--- config.mk ---
export PLATFORM = sky130hd
export DESIGN_NAME = usrt_rx_deframer
export DESIGN_NICKNAME = d
export VERILOG_FILES = /design/src/rtl/usrt_rx_deframer.sv
export SDC_FILE = /design/constraint.sdc
export NUM_CORES = 1
export LEC_CHECK = 0
export CELL_PAD_IN_SITES_DETAIL_PLACEMENT = 1
export CELL_PAD_IN_SITES_GLOBAL_PLACEMENT = 1
export CORE_MARGIN = 1
export CORE_UTILIZATION = 40
export DETAILED_ROUTE_END_ITERATION = 10
export GPL_ROUTABILITY_DRIVEN = 0
export PLACE_DENSITY_LB_ADDON = 0.1
export SLEW_MARGIN = 20
export SYNTH_ARGS = -nofsm -noshare
export SYNTH_HDL_FRONTEND = slang
export SYNTH_SLANG_ARGS = --single-unit
export TNS_END_PERCENT = 20
--- constraint.sdc ---
create_clock -name i_Pclk -period 2 [get_ports i_Pclk]
set_clock_uncertainty 0.2 [all_clocks]
set_input_delay 0.4 -clock i_Pclk [delete_from_list [all_inputs] [get_ports i_Pclk]]
set_output_delay 0.4 -clock i_Pclk [all_outputs]
set_load 0.005 [all_outputs]
--- src/rtl/usrt_rx_deframer.sv ---
// ---------------------------------------------------------------------------
// usrt_rx_deframer
//
// Receive-side deframer for a synchronous serial line. One bit is taken per
// qualified clock (i_BitEn=1). A frame is sent MSB first and is laid out as:
//    start(~IDLE_LVL), data[DATA_W-1]..data[0], parity, stop(IDLE_LVL)
// The parity bit is checked against the mode latched at the start bit, and
// the stop bit is checked against the idle level. The result is presented to
// the host as a one-cycle o_Valid pulse. o_Data and both error flags are held
// until the next frame completes.
//
// Ports
//    i_Pclk       system clock; all logic runs on its rising edge
//    i_Rst        synchronous reset, active-high
//    i_BitEn      bit strobe; i_SerIn is sampled only when this is 1
//    i_SerIn      serial line, already synchronous to i_Pclk
//    i_Parity     parity mode: 01 even, 10 odd, 00/11 none (slot not checked)
//    o_Data       received byte, held until the next frame completes
//    o_Valid      one-cycle pulse per completed frame
//    o_ParityErr  parity mismatch for the frame flagged by o_Valid
//    o_FrameErr   stop bit sampled as ~IDLE_LVL
//    o_Busy       high in any state other than IDLE
// ---------------------------------------------------------------------------
module usrt_rx_deframer #(
   parameter int   DATA_W   = 8,
   parameter logic IDLE_LVL = 1'b1
) (
   input  logic              i_Pclk,
   input  logic              i_Rst,
   input  logic              i_BitEn,
   input  logic              i_SerIn,
   input  logic [1:0]        i_Parity,
   output logic [DATA_W-1:0] o_Data,
   output logic              o_Valid,
   output logic              o_ParityErr,
   output logic              o_FrameErr,
   output logic              o_Busy
);

   localparam int CNT_W = (DATA_W > 1) ? $clog2(DATA_W) : 1;
   localparam logic [CNT_W-1:0] LAST_BIT = CNT_W'(DATA_W - 1);

   localparam logic [1:0] MODE_EVEN = 2'b01;
   localparam logic [1:0] MODE_ODD  = 2'b10;

   typedef enum logic [2:0] {
      S_IDLE      = 3'd0,
      S_DATA      = 3'd1,
      S_PARITY    = 3'd2,
      S_STOP      = 3'd3,
      S_WAIT_IDLE = 3'd4
   } state_t;

   state_t              state_q,  state_d;
   logic [CNT_W-1:0]    cnt_q,    cnt_d;
   logic [DATA_W-1:0]   shift_q,  shift_d;
   logic [1:0]          mode_q,   mode_d;
   logic                par_q,    par_d;
   logic [DATA_W-1:0]   data_q,   data_d;
   logic                valid_q,  valid_d;
   logic                perr_q,   perr_d;
   logic                ferr_q,   ferr_d;

   // Parity the received data bits call for under the latched mode.
   logic data_xor;
   logic par_expected;
   logic par_checked;
   logic par_mismatch;

   always_comb begin
      data_xor     = ^shift_q;
      par_expected = (mode_q == MODE_ODD) ? ~data_xor : data_xor;
      par_checked  = (mode_q == MODE_EVEN) || (mode_q == MODE_ODD);
      par_mismatch = par_checked && (par_q != par_expected);
   end

   // Next-state and output logic. Nothing moves without a bit strobe, except
   // that o_Valid always falls back to 0 one cycle after it was raised.
   always_comb begin
      state_d = state_q;
      cnt_d   = cnt_q;
      shift_d = shift_q;
      mode_d  = mode_q;
      par_d   = par_q;
      data_d  = data_q;
      valid_d = 1'b0;
      perr_d  = perr_q;
      ferr_d  = ferr_q;

      if (i_BitEn) begin
         unique case (state_q)
            S_IDLE: begin
               if (i_SerIn == ~IDLE_LVL) begin
                  // Mode is frozen for the whole frame at the start bit.
                  mode_d  = i_Parity;
                  cnt_d   = '0;
                  state_d = S_DATA;
               end
            end

            S_DATA: begin
               // MSB arrives first, so shifting into the LSB lines the byte up.
               shift_d = {shift_q[DATA_W-2:0], i_SerIn};
               if (cnt_q == LAST_BIT) begin
                  state_d = S_PARITY;
               end else begin
                  cnt_d = cnt_q + 1'b1;
               end
            end

            S_PARITY: begin
               par_d   = i_SerIn;
               state_d = S_STOP;
            end

            S_STOP: begin
               data_d  = shift_q;
               valid_d = 1'b1;
               perr_d  = par_mismatch;
               ferr_d  = (i_SerIn != IDLE_LVL);
               // A bad stop bit may be a break; wait for the line to return
               // to idle so a held line yields only one errored frame.
               state_d = (i_SerIn == IDLE_LVL) ? S_IDLE : S_WAIT_IDLE;
            end

            S_WAIT_IDLE: begin
               if (i_SerIn == IDLE_LVL) begin
                  state_d = S_IDLE;
               end
            end

            default: begin
               state_d = S_IDLE;
            end
         endcase
      end
   end

   always_ff @(posedge i_Pclk) begin
      if (i_Rst) begin
         state_q <= S_IDLE;
         cnt_q   <= '0;
         shift_q <= '0;
         mode_q  <= '0;
         par_q   <= 1'b0;
         data_q  <= '0;
         valid_q <= 1'b0;
         perr_q  <= 1'b0;
         ferr_q  <= 1'b0;
      end else begin
         state_q <= state_d;
         cnt_q   <= cnt_d;
         shift_q <= shift_d;
         mode_q  <= mode_d;
         par_q   <= par_d;
         data_q  <= data_d;
         valid_q <= valid_d;
         perr_q  <= perr_d;
         ferr_q  <= ferr_d;
      end
   end

   assign o_Data      = data_q;
   assign o_Valid     = valid_q;
   assign o_ParityErr = perr_q;
   assign o_FrameErr  = ferr_q;
   assign o_Busy      = (state_q != S_IDLE);

endmodule

# Word-level counts from Yosys, hierarchy flattened
# Cells that the tools add are included.
op_classes:
  n_addsub: 1
  mul: 0
  div_mod_pow: 0
  magnitude_cmp: 0
  eq_ne: 12
  n_shift: 0
  muxes: 10
  n_bitwise: 3
  reduce_logical: 13
ops:
  columns: ["cell", "count"]
  rows:
  - ["2-to-1 mux 3 bit", 6]
  - ["case mux 3 bit (5 select lines)", 1]
  - ["inequality test 2 bit, second input constant", 4]
  - ["AND reduction 4 bit", 2]
  - ["parity 8 bit", 1]
  - ["== test 3 x 2 -> 1 bit, second input constant", 2]
  - ["== test 3 bit, second input constant", 2]
  - ["case mux 3 bit (2 select lines)", 1]
  - ["AND reduction 2 bit", 3]
  - ["adder 3 x 1 -> 3 bit, second input constant", 1]
  - ["== test 3 x 1 -> 1 bit, second input constant", 1]
  - ["zero test 3 bit", 1]
  - ["NOT 1 bit", 3]
  - ["AND reduction 3 bit", 1]
  - ["nonzero test 3 bit", 1]
  - ["== test 2 x 1 -> 1 bit, second input constant", 1]
  - ["== test 2 bit, second input constant", 1]
  - ["2-to-1 mux 1 bit", 2]
  - ["nonzero test 2 bit", 1]
  - ["OR reduction 2 bit", 1]
  - ["logical AND 1 bit", 1]
  - ["logical OR 1 bit", 1]
  - ["inequality test 1 bit", 1]
totals:
  reg_bits: 28
  latchBits: 0
  ramBits: 0
  rom_bits: 0
  in_bits: 6
  out_inout_bits: 12
  mem_count: 0

# Logic depth before layout (Yosys ltp)
depth:
  depth_word: 5
  depth_mapped: 6
  mapped_depth_nobuf: 6

# Least setup slack after synthesis
# No wires, ideal clock.
synth_timing:
  path_type: "reg2reg"
  startpoint: "reg cnt_q[0]"
  endpoint: "reg cnt_q[0]"
  t_arrival_ns: 1.282
  required_ns: 1.669
  setup_slack_ns: 0.387
  path_stages_with_launch: 6
  cell_sequence: "dfxtp_1 ha_1 ha_1 a2111o_1 nand2_1 a21oi_1"
synth_between:
  elab_chain_cells: 3
  elab_cells_between_ends: 6
  cone_classes: "add/sub: 1; eq/ne: 2; mux: 2; reduce/logical: 1"
synth_rtl:
  columns: ["item", "line", "source"]
  rows:
  - ["start, declared", "55", "logic [CNT_W-1:0] cnt_q, cnt_d;"]
  - ["start signal, assigned", "152", "cnt_q <= cnt_d;"]
  - ["adder 3 x 1 -> 3 bit / == test 3 bit (equally long branches)", "107, 104", null]
  - ["2-to-1 mux 3 bit / inequality test 2 bit (equally long branches)", null, null]
  - ["case mux 3 bit (2 select lines) / AND reduction 4 bit (equally long branches)", null, null]
# Parallel ways exist; a longest one is shown, timed or not. The select of a mux whose other input is x is not followed.
# A chain may end at the register's enable or synchronous reset.

# Worst setup path in the final report
layout_timing:
  startpoint: "reg state_q[2]"
  endpoint: "out o_Busy"
layout_between:
  elab_chain_cells: 1
layout_rtl:
  columns: ["item", "line", "source"]
  rows:
  - ["start, declared", "54", "state_t state_q, state_d;"]
  - ["start signal, assigned", "151", "state_q <= state_d;"]
  - ["nonzero test 3 bit", "167", "assign o_Busy = (state_q != S_IDLE);"]
  - ["end, declared", "37", "output logic o_Busy"]
# Every way passes these cells.

==> metrics.md <==
| Metric | Value |
|---|---|
| Vias in the first global route | `1,033` |
| Routed length per instance | `13.2 um` |
| Least-Margin Pin Slew | `0.315 ns` |
| Final Routed Wirelength | `2700 um` |
| Hold depth | `2` |
| Worst-path clk slew | `0.15 ns` |
| R2R cell count | `5` |
| Post CTS Setup Buffer Count | `0` |
| Fill count | `337` |
| Pre-antenna DRT Iters | `4` |
| Most common cell after layout, fill and taps aside | `dfxtp_1` |
| Layout Nets | `172` |
| Mapped Nets | `147` |
| FF-to-FF End | `cnt_q[1]` |
| N_diodes | `0` |
| HP Start | `o_Data[1]` |
| Mean Syn Cell Area | `9.11 sq um` |
| YS warnings | `0` |
| Crit path DAT | `1.28 ns` |
| Flops & latches, synth | `28` |
| Crit path from | `state_q[2]` |
| Tcrit/Tclk final | `94.1%` |
| H-Tree Depth | `1` |
| Tot GR Track Use | `18.1%` |
| Non-Filler Cell Area, Final | `1590 sq um` |
| Crit end category | `primary output` |
| Clock Sinks | `28` |
| Slowest CP cell | `or3_1` |
| Reg-to-reg startpoint | `cnt_q[0]` |
| Via density | `5.07` |
| CP delay by family, top | `simple AND/OR/NAND/NOR gates` |
| Netlist Area Pre-Place | `1260 sq um` |
| First-pass GRT wire length | `4660 um` |
| Multi-input gate area | `654 sq um` |
| Area Overhead vs Synth | `26.6%` |
| Crit path launch type | `register` |
| Post_cts resized | `1` |
| Tot Pwr | `0.00103 W` |
| Yosys top cell area share | `44.6%` |
| Unrepaired setup endpoints after global routing | `no` |
| Post-synthesis sequential area ratio | `44.6%` |
| Antenna Nets Post-Route | `0` |
| Top cells by area, synth | `dfxtp_1 45%, mux2i_1 8.8%, a21oi_1 6.0%` |
| Highest Clock Rate | `0.531 GHz` |
| Register area | `561 sq um` |
| Fin. Hold Viols | `0` |
| Data required, critical path | `1.40 ns` |
| Starting Density | `43.7%` |
| Largest net degree at the start of global routing | `17` |
| CTS tree | `done` |
| Antenna violations before repair | `0` |
| Share of layout cells above drive strength 1 | `11.7%` |
| Crit path largest cell delay | `0.35 ns` |
| Post-DP Area | `1540 sq um` |
| Vias post-DR | `1,035` |
| Root Driver | `clkbuf_4` |
| Die height | `58.1 um` |
| Max-cap violations | `0` |
| Worst rel slew slack | `79.0%` |
| Total core area | `2880 sq um` |
| Pins over their slew limit | `0` |
| DRT iter0 DRCs | `33` |
| CTS Hold Bufs | `0` |
| Die footprint | `3370 sq um` |
| Aggregate global routing overflow | `0` |
| Status | `completed` |
| Worst-Skew Late Latency | `0.32 ns` |
| Max IR drop VDD | `371 uV` |
| Num rows | `19` |
| Buffers & Inverters on Critical Path | `1` |
| Synth area leader | `dfxtp_1` |
| Hold Path End | `o_Data[1]` |
| Tmin final | `1.88 ns` |
| Synth Instances | `138` |
| Critical path fanouts, max | `2` |
| HP Class | `reg -> reg` |
| Port bufs | `17` |
| Final setup violating endpoints | `0` |
| Leak | `0.580 nW` |
| CP Class | `reg -> out` |
| Io pins | `18` |
| Final core utilization | `55.3%` |
| Clock Tree Buf Depth | `2` |
| DRC violations left | `0` |
| TritonCTS buffer count | `3` |
| Most frequent cells in the layout | `28 x dfxtp_1, 20 x nor2_1, 19 x nand2_1, 16 x clkdlybuf4s50_1, 15 x a21oi_1` |
| Die span in x | `58.1 um` |
| Pwr per Cell Area | `646 nW/um^2` |
| CP Cell Sequence | `or3_1 > dlygate4sd2_1` |
| Hpwl dp | `2020 um` |
| Reg2reg setup slack | `0.25 ns` |
| Unique masters post-synth | `30` |
-- cell families (layout without fill, tap and decap cells) --
kind of cell,count (synthesis),count (layout),synth area share (%)
DFF,28,28,44.6
muxes,11,11,8.76
adders and majority gates,3,3,2.99
and+or+nand+nor,58,58,22.7
xor gates and xnor gates,7,7,5.97
AOI/OAI and AO/OA,21,21,11.6
buffers and inverters,10,34,3.38
-- layout make-up --
| type | instances | share of cell area [%] |
|---|---|---|
| Multi-Input combinational cell | 100 | 41.1 |
| Sequential cell | 28 | 35.2 |
| Timing Repair Buffer | 28 | 16.6 |
| Tap cell | 42 | 3.30 |
| Clock inverter | 1 | 1.89 |
| Clock buffer | 3 | 1.42 |
| Inverter | 2 | 0.472 |
-- metrics by stage --
stage               setup WS [ns]  TNS, ns  std cells  hold WS, ns
floorplan                   0.387        0        138        0.236
global placement           0.0412        0        200        0.243
detailed placement        -0.0505   -0.111        200        0.248
CTS                        0.0931        0        204        0.268
global route               0.0658        0        204        0.291
finish                      0.118        0        204        0.265
-- worst max path at each step --
stage,to,slack (ns),cells past startpoint
after floorplan,cnt_q[0],0.39,5
after global placement,mode_q[0],0.04,6
after detailed placement,cnt_q[1],-0.05,5
after CTS,o_Busy,0.09,2
after global routing,o_Busy,0.07,2
final,o_Busy,0.12,2
-- tightest hold or removal path, stage by stage (launching register included) --
cell	delay (ns)
dfxtp_1	0.34
nand2_1	0.05
a21oi_1	0.05
-- synth_stat cells, drive strengths merged --
cell type / number
a2111o: 1
a2111oi: 1
a21oi: 15
a2bb2oi: 1
a32oi: 1
and3: 1
and4b: 1
buf: 6
clkbuf: 2
dfxtp: 28
ha: 3
inv: 2
mux2i: 11
nand2: 19
nand2b: 5
nand3: 3
nand3b: 2
nand4b: 2
nor2: 21
nor2b: 1
nor3: 1
nor4: 1
o211ai: 1
o31ai: 1
or3: 1
xnor2: 6
xnor3: 1
-- report_power, final --
| group | internal [W] | switching, W |
|---|---|---|
| logic | 0.0000451 | 0.0000459 |
| registers | 0.000563 | 0.00000346 |
| clock network | 0.000203 | 0.000168 |
-- registers in the layout (all words and copies together), names as in the netlist --
name and count:
cnt_q 3, mode_q 2, o_Data 8, o_FrameErr 1
o_ParityErr 1, o_Valid 1, par_q 1, shift_q 8
state_q 3
-- per-layer routing --
metal,track usage [%],up-vias,routed length (um)
li1,-,517,-
met1,22.7,497,1240
met2,31.5,17,1360
met3,2.01,4,74
met4,7.14,0,22
met5,0,-,0
No activity file was read; power rests on OpenSTA's default activity.
